`src/rtl/uart_rx_unit.sv`:
```
// uart_rx_unit: 8N1 UART receiver with a 2-FF input synchronizer, mid-bit
// sampling driven by a baud-tick counter, and sticky status flags for the
// consumer (Rx_flag, Rx_frame_error, Rx_overrun).
//
// Consumer handshake: the receiver raises Rx_flag when DataRx_out holds a
// new good byte. The consumer acknowledges with a one-cycle clr_rx_flag
// pulse, which clears Rx_flag and Rx_overrun on the next edge. If a good
// frame completes on that same edge, the new byte wins: Rx_flag stays 1 and
// Rx_overrun is not set.
module uart_rx_unit #(
  parameter int UART_Nbit = 8,
  parameter int baudrate  = 9600,
  parameter int clk_freq  = 50000000
) (
  input  logic                 clk,
  input  logic                 reset,
  input  logic                 SerialDataIn,
  input  logic                 clr_rx_flag,
  output logic                 Rx_flag,
  output logic [UART_Nbit-1:0] DataRx_out,
  output logic                 Rx_frame_error,
  output logic                 Rx_overrun,
  output logic                 rx_busy,
  output logic [1:0]           o_dbg_state
);

  localparam int BIT_TICKS  = clk_freq / baudrate;
  localparam int HALF_TICKS = BIT_TICKS / 2;
  localparam int TW         = $clog2(BIT_TICKS);
  localparam int IW         = (UART_Nbit > 1) ? $clog2(UART_Nbit) : 1;

  localparam logic [TW-1:0] BIT_LAST  = TW'(BIT_TICKS - 1);
  localparam logic [TW-1:0] HALF_LAST = TW'(HALF_TICKS - 1);
  localparam logic [IW-1:0] IDX_LAST  = IW'(UART_Nbit - 1);

  typedef enum logic [1:0] {
    S_IDLE  = 2'd0,
    S_START = 2'd1,
    S_DATA  = 2'd2,
    S_STOP  = 2'd3
  } state_t;

  state_t               r_state;
  logic [TW-1:0]        r_tick;
  logic [IW-1:0]        r_idx;
  logic [UART_Nbit-1:0] r_shift;
  logic                 r_sync1;
  logic                 r_sync2;
  logic                 r_flag;
  logic [UART_Nbit-1:0] r_data;
  logic                 r_ferr;
  logic                 r_ovr;
  logic                 w_rx_s;

  assign w_rx_s = r_sync2;

  // Two-flop synchronizer for the asynchronous serial line; resets to idle-high.
  always_ff @(posedge clk or negedge reset) begin
    if (!reset) begin
      r_sync1 <= 1'b1;
      r_sync2 <= 1'b1;
    end else begin
      r_sync1 <= SerialDataIn;
      r_sync2 <= r_sync1;
    end
  end

  // Frame FSM: start detect, mid-bit data sampling, stop check and status flags.
  always_ff @(posedge clk or negedge reset) begin
    if (!reset) begin
      r_state <= S_IDLE;
      r_tick  <= '0;
      r_idx   <= '0;
      r_shift <= '0;
      r_flag  <= 1'b0;
      r_data  <= '0;
      r_ferr  <= 1'b0;
      r_ovr   <= 1'b0;
    end else begin
      // Consumer acknowledge; a good-frame set later in this block overrides it.
      if (clr_rx_flag) begin
        r_flag <= 1'b0;
        r_ovr  <= 1'b0;
      end

      case (r_state)
        S_IDLE: begin
          r_tick <= '0;
          if (!w_rx_s) begin
            r_state <= S_START;
          end
        end

        S_START: begin
          if (r_tick == HALF_LAST) begin
            // Middle of the start bit: a high line here means it was a glitch.
            r_tick <= '0;
            r_idx  <= '0;
            if (w_rx_s) begin
              r_state <= S_IDLE;
            end else begin
              r_state <= S_DATA;
            end
          end else begin
            r_tick <= r_tick + 1'b1;
          end
        end

        S_DATA: begin
          if (r_tick == BIT_LAST) begin
            // LSB arrives first, so shifting in at the MSB leaves bit 0 at the bottom.
            r_tick  <= '0;
            r_shift <= {w_rx_s, r_shift[UART_Nbit-1:1]};
            if (r_idx == IDX_LAST) begin
              r_state <= S_STOP;
            end else begin
              r_idx <= r_idx + 1'b1;
            end
          end else begin
            r_tick <= r_tick + 1'b1;
          end
        end

        S_STOP: begin
          if (r_tick == BIT_LAST) begin
            // Leave at mid stop bit so a following start edge is not missed.
            r_tick  <= '0;
            r_state <= S_IDLE;
            if (w_rx_s) begin
              r_data <= r_shift;
              r_flag <= 1'b1;
              r_ferr <= 1'b0;
              if (r_flag && !clr_rx_flag) begin
                r_ovr <= 1'b1;
              end
            end else begin
              r_ferr <= 1'b1;
            end
          end else begin
            r_tick <= r_tick + 1'b1;
          end
        end

        default: begin
          r_state <= S_IDLE;
          r_tick  <= '0;
        end
      endcase
    end
  end

  assign Rx_flag        = r_flag;
  assign DataRx_out     = r_data;
  assign Rx_frame_error = r_ferr;
  assign Rx_overrun     = r_ovr;
  assign rx_busy        = (r_state != S_IDLE);
  assign o_dbg_state    = r_state;

endmodule

```
`config.mk`:
```
export PLATFORM = sky130hd
export DESIGN_NAME = uart_rx_unit
export DESIGN_NICKNAME = d
export VERILOG_FILES = /design/src/rtl/uart_rx_unit.sv
export SDC_FILE = /design/constraint.sdc
export NUM_CORES = 1
export LEC_CHECK = 0
export BUFFER_PORTS_ARGS = -buffer_cell sky130_fd_sc_hd__buf_2
export CORE_UTILIZATION = 52
export DETAILED_ROUTE_END_ITERATION = 10
export GPL_TIMING_DRIVEN = 0
export PLACE_DENSITY = 0.86
export SLEW_MARGIN = 30
export SYNTH_ARGS = -nofsm -noshare
export SYNTH_HDL_FRONTEND = slang
export SYNTH_SLANG_ARGS = --single-unit
```
`constraint.sdc`:
```
create_clock -name clk -period 1.83 [get_ports clk]
set_input_delay 0.0915 -clock clk [delete_from_list [all_inputs] [get_ports clk]]
set_output_delay 0.0915 -clock clk [all_outputs]
set_load 0.1 [all_outputs]
```
Word level (Yosys, flattened, before mapping)
Index checks and enable logic that the tools add are counted.

cells by class
  mux-type cells = 24
  equality and inequality tests = 12
  reductions and logical operators = 11
  add/subtract/negate cells = 2

operators with widths
  cell                                                                count
  13-bit one-hot mux with 3 select lines                              1
  13-bit two-way mux                                                  2
  13-bit by 1-bit adder with 13-bit output (second input constant)    1
  13-bit by 12-bit == test with 1-bit output (second input constant)  1
  13-bit == test (second input constant)                              1
  2-bit two-way mux                                                   6
  2-bit != test (second input constant)                               6
  1-bit two-way mux                                                   10
  3-bit two-way mux                                                   3
  2-bit one-hot mux with 4 select lines                               1
  3-bit one-hot mux with 2 select lines                               1
  5-bit AND reduction                                                 1
  2-bit == test (second input constant)                               2
  2-bit AND reduction                                                 2
  4-bit AND reduction                                                 1
  2-bit nonzero test                                                  2
  3-bit by 1-bit adder with 3-bit output (second input constant)      1
  3-bit == test (second input constant)                               1
  3-bit AND reduction                                                 1
  2-bit by 1-bit == test with 1-bit output (second input constant)    1
  2-bit zero test                                                     1
  2-bit OR reduction                                                  1
  1-bit logical AND                                                   1
  1-bit zero test                                                     1

word-level totals
  flip-flop bits (word level) = 39
  output and inout bits = 14

Logic depth before layout (Yosys ltp)
Gate-level depths: netlist of run 1.

  depth after elaboration = 6
  depth in mapped cells = 6
  gate-level depth less buffers = 5

Worst setup path before layout of run 1
OpenSTA, ideal clock, no wires.

  path type = register to register
  start point = register with a tool-made name
  end point = register r_data[0], in the netlist DataRx_out[0]
  stages on the path, launching flop included = 5
  data arrival time = 2.344 ns
  setup time = 0.126 ns
  path buffers = 0
  data required time = 1.704 ns
  path slack = -0.640 ns
  period minus slack after synthesis = 2.470 ns
  cells stage by stage = dfrtp_1 inv_1 or4_4 nor2_8 mux2_4

RTL lines
  element                 RTL line  RTL
  end signal: assignment  130       r_data <= r_shift;
  end: declaration        50        logic [UART_Nbit-1:0] r_data;

Worst setup path after layout of run 1
  start point = register r_tick[8]
  end point = register r_shift[7]

on the way
  word-level cells in the longest chain between the ends = 2

ends and longest elaborated chain
  element                               RTL line  RTL
  start: declaration                    44        logic [TW-1:0] r_tick;
  start signal: assignment              105       r_tick <= r_tick + 1'b1;
  start signal: assignment              120       r_tick <= r_tick + 1'b1;
  start signal: assignment              140       r_tick <= r_tick + 1'b1;
  13-bit == test                        110       if (r_tick == BIT_LAST) begin
  2-bit AND reduction (no source line)  -
  end signal: assignment                113       r_shift <= {w_rx_s, r_shift[UART_Nbit-1:1]};
  end: declaration                      46        logic [UART_Nbit-1:0] r_shift;

Every way passes these cells.
A chain may end at the register's enable or synchronous reset.

==> results of run 1 <==
## critical path, cell delays in order, from the launching register on
cell	delay, ns
dfrtp_1	0.42
nand4bb_4	0.24
or4_4	0.60
buf_6	0.15
nor2_8	0.19
mux2_4	0.33
## state kept, by name, indices dropped and copies added, names as in the netlist, named ones only
register and flops:
Rx_overrun 1, Rx_flag 1, Rx_frame_error 1, r_idx 3
r_tick 13, r_shift 8, DataRx_out 8, r_sync1 1
o_dbg_state 1, r_sync2 1
## cell families (layout without fill, tap and decap cells)
group	after synthesis	after routing	synth area share, %
AOI/OAI and AO/OA	9	9	3.80
DFF	39	39	54.0
adders and majority gates	3	3	2.07
and+or+nand+nor	54	54	20.2
muxes	18	18	12.8
xor gates and xnor gates	11	11	5.32
buffers and inverters	8	51	1.80
## final cells by class
class,count,area share (%)
plain buffers,3,0.883
clock buffers,5,1.66
repair buffers,35,10.8
inverters,5,0.828
clock inverters,3,1.93
flip-flops and latches,39,43.5
multi-input cells,95,37.9
well taps,46,2.54
## routing by layer
metal,routed length [microns],GRT usage (%),part of all wire [%]
met2,2030,41.8,52
met1,1650,28.4,42
met5,0,0,0
met3,124,6.30,3.2
met4,101,9.74,2.6
## power groups by stage
stage	clock network [W]	registers, W	logic (W)
after floorplan	0	0.000883	0.00000291
after global placement	0	0.000884	0.0000220
after detailed placement	0	0.000884	0.0000231
after CTS	0.000586	0.000867	0.0000263
after global routing	0.000630	0.000868	0.0000297
final	0.000580	0.000867	0.0000258
## worst min-delay path by stage
stage	to	slack, ns	cells after the start	startpoint
after CTS	Rx_overrun	0.05	3	clr_rx_flag
final	Rx_overrun	0.06	3	clr_rx_flag
after detailed placement	r_sync1	0.20	1	SerialDataIn
after floorplan	DataRx_out[0]	-0.20	0	reset
after global placement	r_sync1	0.20	1	SerialDataIn
after global routing	Rx_overrun	0.06	3	clr_rx_flag
## stage by stage
stage,hold WS [ns],cells
floorplan,-0.204,142
global placement,0.199,205
detailed placement,0.198,205
CTS,0.0538,229
global route,0.0631,231
finish,0.0632,231
## synthesized netlist by cell type, types with 2 or more instances
master / n
and3_1: 2
mux2_1: 8
buf_2: 2
inv_1: 5
a31oi_1: 2
nor4_1: 2
nand4bb_4: 2
mux2_2: 2
nor3_1: 5
xor2_1: 3
nor2_1: 17
dfstp_2: 2
mux2_4: 8
nand2_1: 4
a22o_1: 3
dfrtp_1: 37
ha_1: 3
nand3_1: 5
xnor2_1: 8
nor2b_1: 2
nand4_1: 2
nor2_8: 2
## what timing repair did
action / in CTS / in global routing
pin swaps: 6 / 7
gates resized for setup: 13 / 4
hold buffers: 2 / 0
hold endpoints to repair: 38 / 0
setup endpoints to repair: 31 / 33
buffers inserted: 14 / 2
==> impl_results.md, run 1 <==
* Starting Density at 54.3%
* Worst setup startpoint: r_tick[8]
* Placer Congestion at about 0.87
* CTS buffer count at 5
* F_max at roughly 0.5 GHz
* Area grow syn2layout at 25.1%
* Routed WL per cell at about 17 microns
* Ports at 18
* Total Power at 0.00147 W
* Largest area contributor in the netlist: dfrtp_1
* Failing checks: setup timing
* Number of DRC markers in iteration 0 at 41
* RR Endpoint: r_shift[7]
* Fin util at 67.9%
* Clock share of power at between 30% and 40%
* P per Cell Area at between 600 and 700 nW/um^2
* Final setup violation count at 29
* Clk_skew at around 0.016 ns
* P_sw at between 0.0003 and 0.0004 W
* Flop pwr share at 58.9%
* Combinational Power Share at 1.7%
* Leakage at 1.08 nW
* Reg area at 986 sq um
* Clk slew on worst S/H paths at 0.13 ns
* FP Rows at 21
* FF-to-FF path depth at 5
* Number of global-route vias before repair at between 1000 and 1500
* TritonCTS clock tree: done
* Setup WS pre-CTS at -0.283 ns
* Final ANT Viol Nets at 0
* Most frequent cells in the layout: dfrtp_1 (33), nor2_1 (17), buf_2 (17)
* Worst reg-to-reg setup slack at -0.22 ns
* Ratio of cells with drive above 1 in the final layout at between 40% and 50%
* Max-cap viol count at 0
* Asr flop ratio synth at between 90% and 100%
* N_diodes at 0
* Status: finished, violations left
* Unique masters post-synth at 38
* Most common cell after layout, fill and taps aside: dfrtp_1
* Largest cells by area after synthesis: dfrtp_1 (51%), mux2_4 (6.6%), mux2_1 (5.0%)
* Design Area, Final at ~2300 sq um
* Fill count at about 250
* Commonest register cell after synthesis: dfrtp_1
* CTS Sinks at 39
* Syn Nets at 149
* Hold WC Path Type: input port to flop
* Sw Ratio at 21.3%
* Reg2reg start: r_tick[8]
* Arrival time at the worst endpoint at 2.29 ns
* Syn Area/Cell at around 13 sq um
* Die Ht at 61.0 microns
* Post-synth EDFFs at 0
* Critical path class: flop to flop
* Flops & latches, synth at 39
* Mapped cell area at ~1800 sq um
* Worst-margin pin slew at 0.858 ns
* Vias at 1264
* Post-Place Cell Area at 1980 sq um
* Final worst-path cycle share at 112%
* Residual DRC count at 0
* Setup tns final at -3.20 ns
* Initial antenna violation count at 0
* DP HPWL at 2.23 mm
* Drt via density at 5.47
* Syn. warnings at 0
* Area share of the largest cell type after synthesis at 51.1%
* Internal power at 0.00116 W
* Total track usage at 24.1%
* H-tree Lvls at 2
* Final Slew Violations at 0
* Final-report hold violation count at 0
* Final WL at slightly below 4 mm
* Clk_lat worst skew at 0.35 ns
* Overflow after GRT at 0
* CP max FO at 8
* Bufs on Longest Clock Path at 2
* Minimum clock period at 2.05 ns
* Die width at 61.0 microns
* DRT Pass-1 Iters at 4
* CTS root buffer: clkbuf_4
* Rel. slew slack at 42.8%
* Mapped Cells at roughly 140
* Core box area at 3340 sq um
* Crit path capture type: flop
* Largest net degree at the start of global routing at 40
* VDD IR max at between 0.0005 and 0.0006 V
* End point of the critical path: r_shift[7]
* Crit path required time at about 2.1 ns
* Fin nets at 191
* Die footprint at about 3700 sq um
* Startpoint type of the worst setup path: flop
* Post-route worst setup slack at -0.222 ns
* Area of the multi-input gates at 860 sq um
* PortBufs at 17
* Global-route wire length before repair at around 6.2 mm
* RSZ-0062 raised after global routing: yes
* Register area share after synthesis at approximately 54%
Note: power is estimated with default switching activity, not from simulation.
==> run 2, diff against run 1 <==
--- a/config.mk
+++ b/config.mk
@@ -6,10 +6,10 @@
 export NUM_CORES = 1
 export LEC_CHECK = 0
 export BUFFER_PORTS_ARGS = -buffer_cell sky130_fd_sc_hd__buf_2
-export CORE_UTILIZATION = 52
+export CORE_UTILIZATION = 50
 export DETAILED_ROUTE_END_ITERATION = 10
 export GPL_TIMING_DRIVEN = 0
-export PLACE_DENSITY = 0.86
+export PLACE_DENSITY = 0.84
 export SLEW_MARGIN = 30
 export SYNTH_ARGS = -nofsm -noshare
 export SYNTH_HDL_FRONTEND = slang
==> run 2 against run 1 <==
The flow still finishes with violations (setup timing). Wire length up 13%. Fmax up 4.1%. Die area up 3.9%. Non-clock buffer count up 3. Clock skew down 0.0093 ns. Worst hold slack worse by 0.035 ns. Register-to-register slack better by 0.08 ns. Critical path depth unchanged. Critical endpoint is now DataRx_out[6]. Largest cell class unchanged.
==> impl_results.md, run 2 (synthesized netlist as in run 1, its figures left out) <==
* VDD IR max at 0.000501 V
* Flop pwr share at approximately 64%
* Final ANT Viol Nets at 0
* RR Endpoint: DataRx_out[6]
* Critical path class: flop to flop
* Met3 Use GR at 5.51%
* Worst reg-to-reg setup slack at -0.14 ns
* Die Ht at 62.2 microns
* Setup WS pre-CTS at -0.269 ns
* CTS buffer count at 5
* Ports at 18
* Overflow after GRT at 0
* Met2 usage at ~38%
* Drt via density at 5.78
* Hold Crit Start: clr_rx_flag
* Most crowded layer after global routing: met2
* CTS root buffer: clkbuf_4
* Worst-margin pin slew at 0.488 ns
* Number of DRC markers in iteration 0 at 82
* Most common cell after layout, fill and taps aside: dfrtp_1
* Clk_lat worst skew at 0.37 ns
* Final worst-path cycle share at 108%
* Hold Path Depth at 3
* Die width at 62.2 microns
* Residual DRC count at 0
* Minimum clock period at 1.97 ns
* Startpoint type of the worst setup path: flop
* Die footprint at between 3000 and 4000 sq um
* Final Slew Violations at 0
* TritonCTS clock tree: done
* Routed WL per cell at ~19 microns
* Crit path required time at about 2.1 ns
* Kind of cell adding the most delay to the critical path: simple AND/OR/NAND/NOR gates
* FF-to-FF path depth at 5
* Failing checks: setup timing
* Post-route worst setup slack at -0.141 ns
* Slowest library cell on the worst path: or4_4
* Max reg flops at 13
* Final WL at 4.42 mm
* CP max FO at 5
* Final setup violation count at 26
* Max-cap viol count at 0
* Initial antenna violation count at 0
* Rel. slew slack at 67.7%
* Clk_skew at 0.00670 ns
* Status: finished, violations left
* Clk slew on worst S/H paths at roughly 0.13 ns
* Fin nets at 194
* Reg2reg start: r_tick[8]
* DP HPWL at 2.28 mm
* Biggest register: r_tick
* Leakage at 1.10 nW
* Fin util at between 60% and 70%
* Crit path capture type: flop
* Placer Congestion at about 0.84
* Total track usage at 23.0%
* P_sw at 0.000337 W
* Total Power at 0.00137 W
* FP Rows at 21
* Area grow syn2layout at 28.2%
* Buf+Inv Stages, Crit Path at 1
* Sw Ratio at 24.6%
* PortBufs at 17
* CP peak stage delay at 0.64 ns
* Grt met1 use at 26.8%
* H-tree Lvls at 2
* Bufs on Longest Clock Path at 2
* Core box area at 3420 sq um
* Largest net degree at the start of global routing at 40
* Number of global-route vias before repair at 1363
* P per Cell Area at 588 nW/um^2
* RSZ-0062 raised after global routing: yes
* Internal power at 0.00103 W
* Worst-path cell chain: nand4bb_4 > or4_4 > nor2_8 > buf_6 > mux2_4
* Hold WC Path Type: input port to flop
* Arrival time at the worst endpoint at 2.24 ns
* Worst Hold Endpoint: Rx_overrun
* Final-report hold violation count at 0
* Global-route wire length before repair at 6.71 mm
* N_diodes at 0
* Vias at about 1400
* Most frequent cells in the layout: dfrtp_1 (31), buf_4 (18), nor2_1 (17)
* CTS Sinks at 39
* Combinational Power Share at 2.2%
* Fill count at 232
* Starting Density at between 50% and 60%
* F_max at 0.507 GHz
* DRT Pass-1 Iters at 4
* Ratio of cells with drive above 1 in the final layout at 46.8%
* Clock share of power at 34.3%
run 2: cell count changes in the layout (fill, tap and decap cells not counted), sizes merged:
cell / change
bufinv: -1
buf: +3
clkinvlp: +1
run 2: worst reg2reg max path: stages (launching register included):
cell and delay (ns):
dfrtp_1 0.40, nand4bb_4 0.24, or4_4 0.64, nor2_8 0.14, buf_6 0.14, mux2_4 0.31
run 2: final cells by class:
cell class	instances	area, sq um	share of cell area (%)
buffer	3	27.5	1.19
clock buffer	5	37.5	1.62
clock inverter	3	25.0	1.08
inverter	5	18.8	0.808
multi-input combinational	95	901	38.8
sequential	39	988	42.6
tap	46	57.6	2.48
timing repair buffer	38	267	11.5
run 2: through the flow:
stage | instance area (sq um) | setup TNS (ns) | cells | hold WS [ns]
floorplan | 1840 | -1.36 | 142 | -0.204
global placement | 1980 | -4.46 | 205 | 0.198
detailed placement | 1980 | -6.34 | 205 | 0.198
CTS | 2210 | -1.96 | 226 | 0.0207
global route | 2320 | -2.91 | 234 | 0.0382
finish | 2320 | -2.01 | 234 | 0.0281
run 2: routing by layer:
metal  vias to the layer above  routed length (microns)
met5                         -                        0
met4                         0                      161
met3                        19                      278
met2                        68                     2300
met1                       667                     1680
li1                        598                        -
run 2: timing repair:
item,in CTS,in global routing
setup endpoints to repair,35,28
hold buffers,2,0
hold endpoints to repair,38,0
pin swaps,6,5
setup buffers,11,7
cloned,0,0
gates resized for setup,14,11
run 2: worst max path at each step:
stage                    from       endpoint  cells after the start
CTS                 r_tick[7]     r_shift[5]                      4
global route        r_tick[8]  DataRx_out[5]                      5
detailed placement  r_tick[0]  DataRx_out[6]                      5
global placement    r_tick[0]  DataRx_out[7]                      5
finish              r_tick[8]  DataRx_out[6]                      5
floorplan           r_tick[8]  DataRx_out[0]                      4
run 2: power by group through the flow:
stage          combinational [W]  sequential (W)  clock (W)
3_5_place_dp           0.0000226        0.000883          0
5_1_grt                0.0000355        0.000868   0.000516
2_1_floorplan         0.00000291        0.000883          0
6_report               0.0000307        0.000867   0.000468
3_3_place_gp           0.0000219        0.000883          0
4_1_cts                0.0000258        0.000867   0.000469
==> run 3, diff against run 2 <==
--- a/config.mk
+++ b/config.mk
@@ -9,7 +9,7 @@
 export CORE_UTILIZATION = 50
 export DETAILED_ROUTE_END_ITERATION = 10
 export GPL_TIMING_DRIVEN = 0
-export PLACE_DENSITY = 0.84
+export PLACE_DENSITY = 0.81
 export SLEW_MARGIN = 30
 export SYNTH_ARGS = -nofsm -noshare
 export SYNTH_HDL_FRONTEND = slang
==> constraint.sdc (replaced) <==
create_clock -name clk -period 1.84 [get_ports clk]
set_input_delay 0.368 -clock clk [delete_from_list [all_inputs] [get_ports clk]]
set_output_delay 0.368 -clock clk [all_outputs]
set_load 0.1 [all_outputs]
==> run 3 against run 2 <==
The run still ends with setup timing left. Design area fell by 2.9%. Cell count shrank 1.7%. Worst setup slack better by 0.029 ns. Highest routed layer unchanged.
==> impl_results.md, run 3 (synthesized netlist as in run 1, its figures left out) <==
* Setup WS pre-CTS at -0.239 ns
* Max reg flops at 13
* Clk_lat worst skew at 0.35 ns
* Largest net degree at the start of global routing at 40
* PortBufs at 17
* Fin Hold WS at a little under 0.1 ns
* Starting Density at 53.0%
* Placer Congestion at 0.860
* Max-cap viol count at 0
* Failing checks: setup timing
* CP peak stage delay at 0.61 ns
* Minimum clock period at 1.95 ns
* TritonCTS clock tree: done
* Final WL at roughly 3.6 mm
* FP Rows at 21
* Worst-margin pin slew at 0.820 ns
* Critical path class: flop to flop
* Initial antenna violation count at 0
* Most common cell after layout, fill and taps aside: dfrtp_1
* Hold WC Path Type: input port to asynchronous set/reset pin
* Setup tns final at -1.80 ns
* Routed WL per cell at roughly 16 microns
* N_diodes at 0
* CTS Sinks at 39
* Final Slew Violations at 0
* Crit path required time at 2.08 ns
* Ports at 18
* Fill count at 257
* Residual DRC count at 0
* End point of the critical path: DataRx_out[7]
* Worst-path cell chain: nand4bb_4 > or4_4 > nor2_8 > buf_12 > mux2_4
* Design Area, Final at about 2300 sq um
* DP HPWL at approximately 2.1 mm
* Rel. slew slack at 45.4%
* Number of global-route vias before repair at ~1300
* Bufs on Longest Clock Path at 2
* F_max at 0.512 GHz
* Final setup violation count at 29
* Slowest library cell on the worst path: or4_4
* Final ANT Viol Nets at 0
* RR Endpoint: DataRx_out[7]
* Final worst-path cycle share at 106%
* Post-route worst setup slack at -0.112 ns
* Buf+Inv Stages, Crit Path at 1
* FF-to-FF path depth at 5
* Arrival time at the worst endpoint at 2.19 ns
* Crit path capture type: flop
* Vias at around 1300
* Worst reg-to-reg setup slack at -0.11 ns
* Area grow syn2layout at 24.4%
* Ratio of cells with drive above 1 in the final layout at 43.5%
* Final-report hold violation count at 0
* Overflow after GRT at 0
* WP depth at 5
* Clk_skew at 0.0160 ns
* RSZ-0062 raised after global routing: yes
* H-tree Lvls at 2
* CTS root buffer: clkbuf_4
* Fin util at 66.0%
* Worst setup startpoint: r_tick[5]
* CTS buffer count at 5
* Number of DRC markers in iteration 0 at 46
* Biggest register: r_tick
* Kind of cell adding the most delay to the critical path: simple AND/OR/NAND/NOR gates
* Total track usage at about a fifth
* Reg2reg start: r_tick[5]
* P per Cell Area at approximately 590 nW/um^2
* Core box area at 3420 sq um
* Most frequent cells in the layout: dfrtp_1 (33), buf_4 (18), nor2_1 (17)
* CP max FO at 5
* Startpoint type of the worst setup path: flop
* Die Ht at 62.2 microns
* VDD IR max at ~0.00046 V
* Die width at 62.2 microns
* Fin nets at 190
* Status: finished, violations left
* Drt via density at 5.57
* Global-route wire length before repair at 6.20 mm
* Post-Place Cell Area at 1990 sq um
* Leakage at 1.07 nW
* Clk slew on worst S/H paths at ~0.12 ns
* DRT Pass-1 Iters at 4
* Die footprint at 3870 sq um
run 3: metrics by stage:
step | cells | power [W]
6_report | 230 | 0.00134
5_1_grt | 230 | 0.00139
4_1_cts | 228 | 0.00135
3_5_place_dp | 205 | 0.000902
3_3_place_gp | 205 | 0.000901
2_1_floorplan | 142 | 0.000881
run 3: worst register-to-register path: cells and delay by family, from the launching register on:
family        cells  cell delay [ns]
buf+inv           1             0.13
flops             1             0.41
mux               1             0.30
simple gates      3             1.02
run 3: what timing repair did:
| action | in CTS | in global routing |
|---|---|---|
| hold buffers | 0 | 0 |
| gates resized for setup | 14 | 4 |
| pin swaps | 5 | 1 |
| setup endpoints to repair | 29 | 33 |
| buffers inserted | 15 | 2 |
run 3: power breakdown:
group | switching [W] | internal [W]
clock | 0.000271 | 0.000185
sequential | 0.00000165 | 0.000861
combinational | 0.0000185 | 0.00000293
run 3: layout make-up:
| cell class | instances | area, sq um | share of cell area (%) |
|---|---|---|---|
| sequential | 39 | 986 | 43.7 |
| multi-input combinational | 95 | 871 | 38.6 |
| timing repair buffer | 34 | 239 | 10.6 |
| tap | 46 | 57.6 | 2.55 |
| clock buffer | 7 | 55.1 | 2.44 |
| buffer | 3 | 22.5 | 0.999 |
| inverter | 5 | 18.8 | 0.832 |
| clock inverter | 1 | 5.00 | 0.222 |
run 3: routing by layer:
| metal | track usage (%) | up-vias | part of all wire, % |
|---|---|---|---|
| li1 | - | 584 | - |
| met1 | 25.9 | 640 | 43 |
| met2 | 33.7 | 42 | 50 |
| met3 | 4.41 | 15 | 4.4 |
| met4 | 10.2 | 0 | 2.7 |
| met5 | 0 | - | 0 |
run 3: worst min path at each step:
stage / cells past startpoint / to
after floorplan: 0 / DataRx_out[0]
after global placement: 0 / r_sync2
after detailed placement: 0 / r_sync2
after CTS: 1 / r_sync1
after global routing: 1 / r_sync1
final: 1 / r_shift[3]
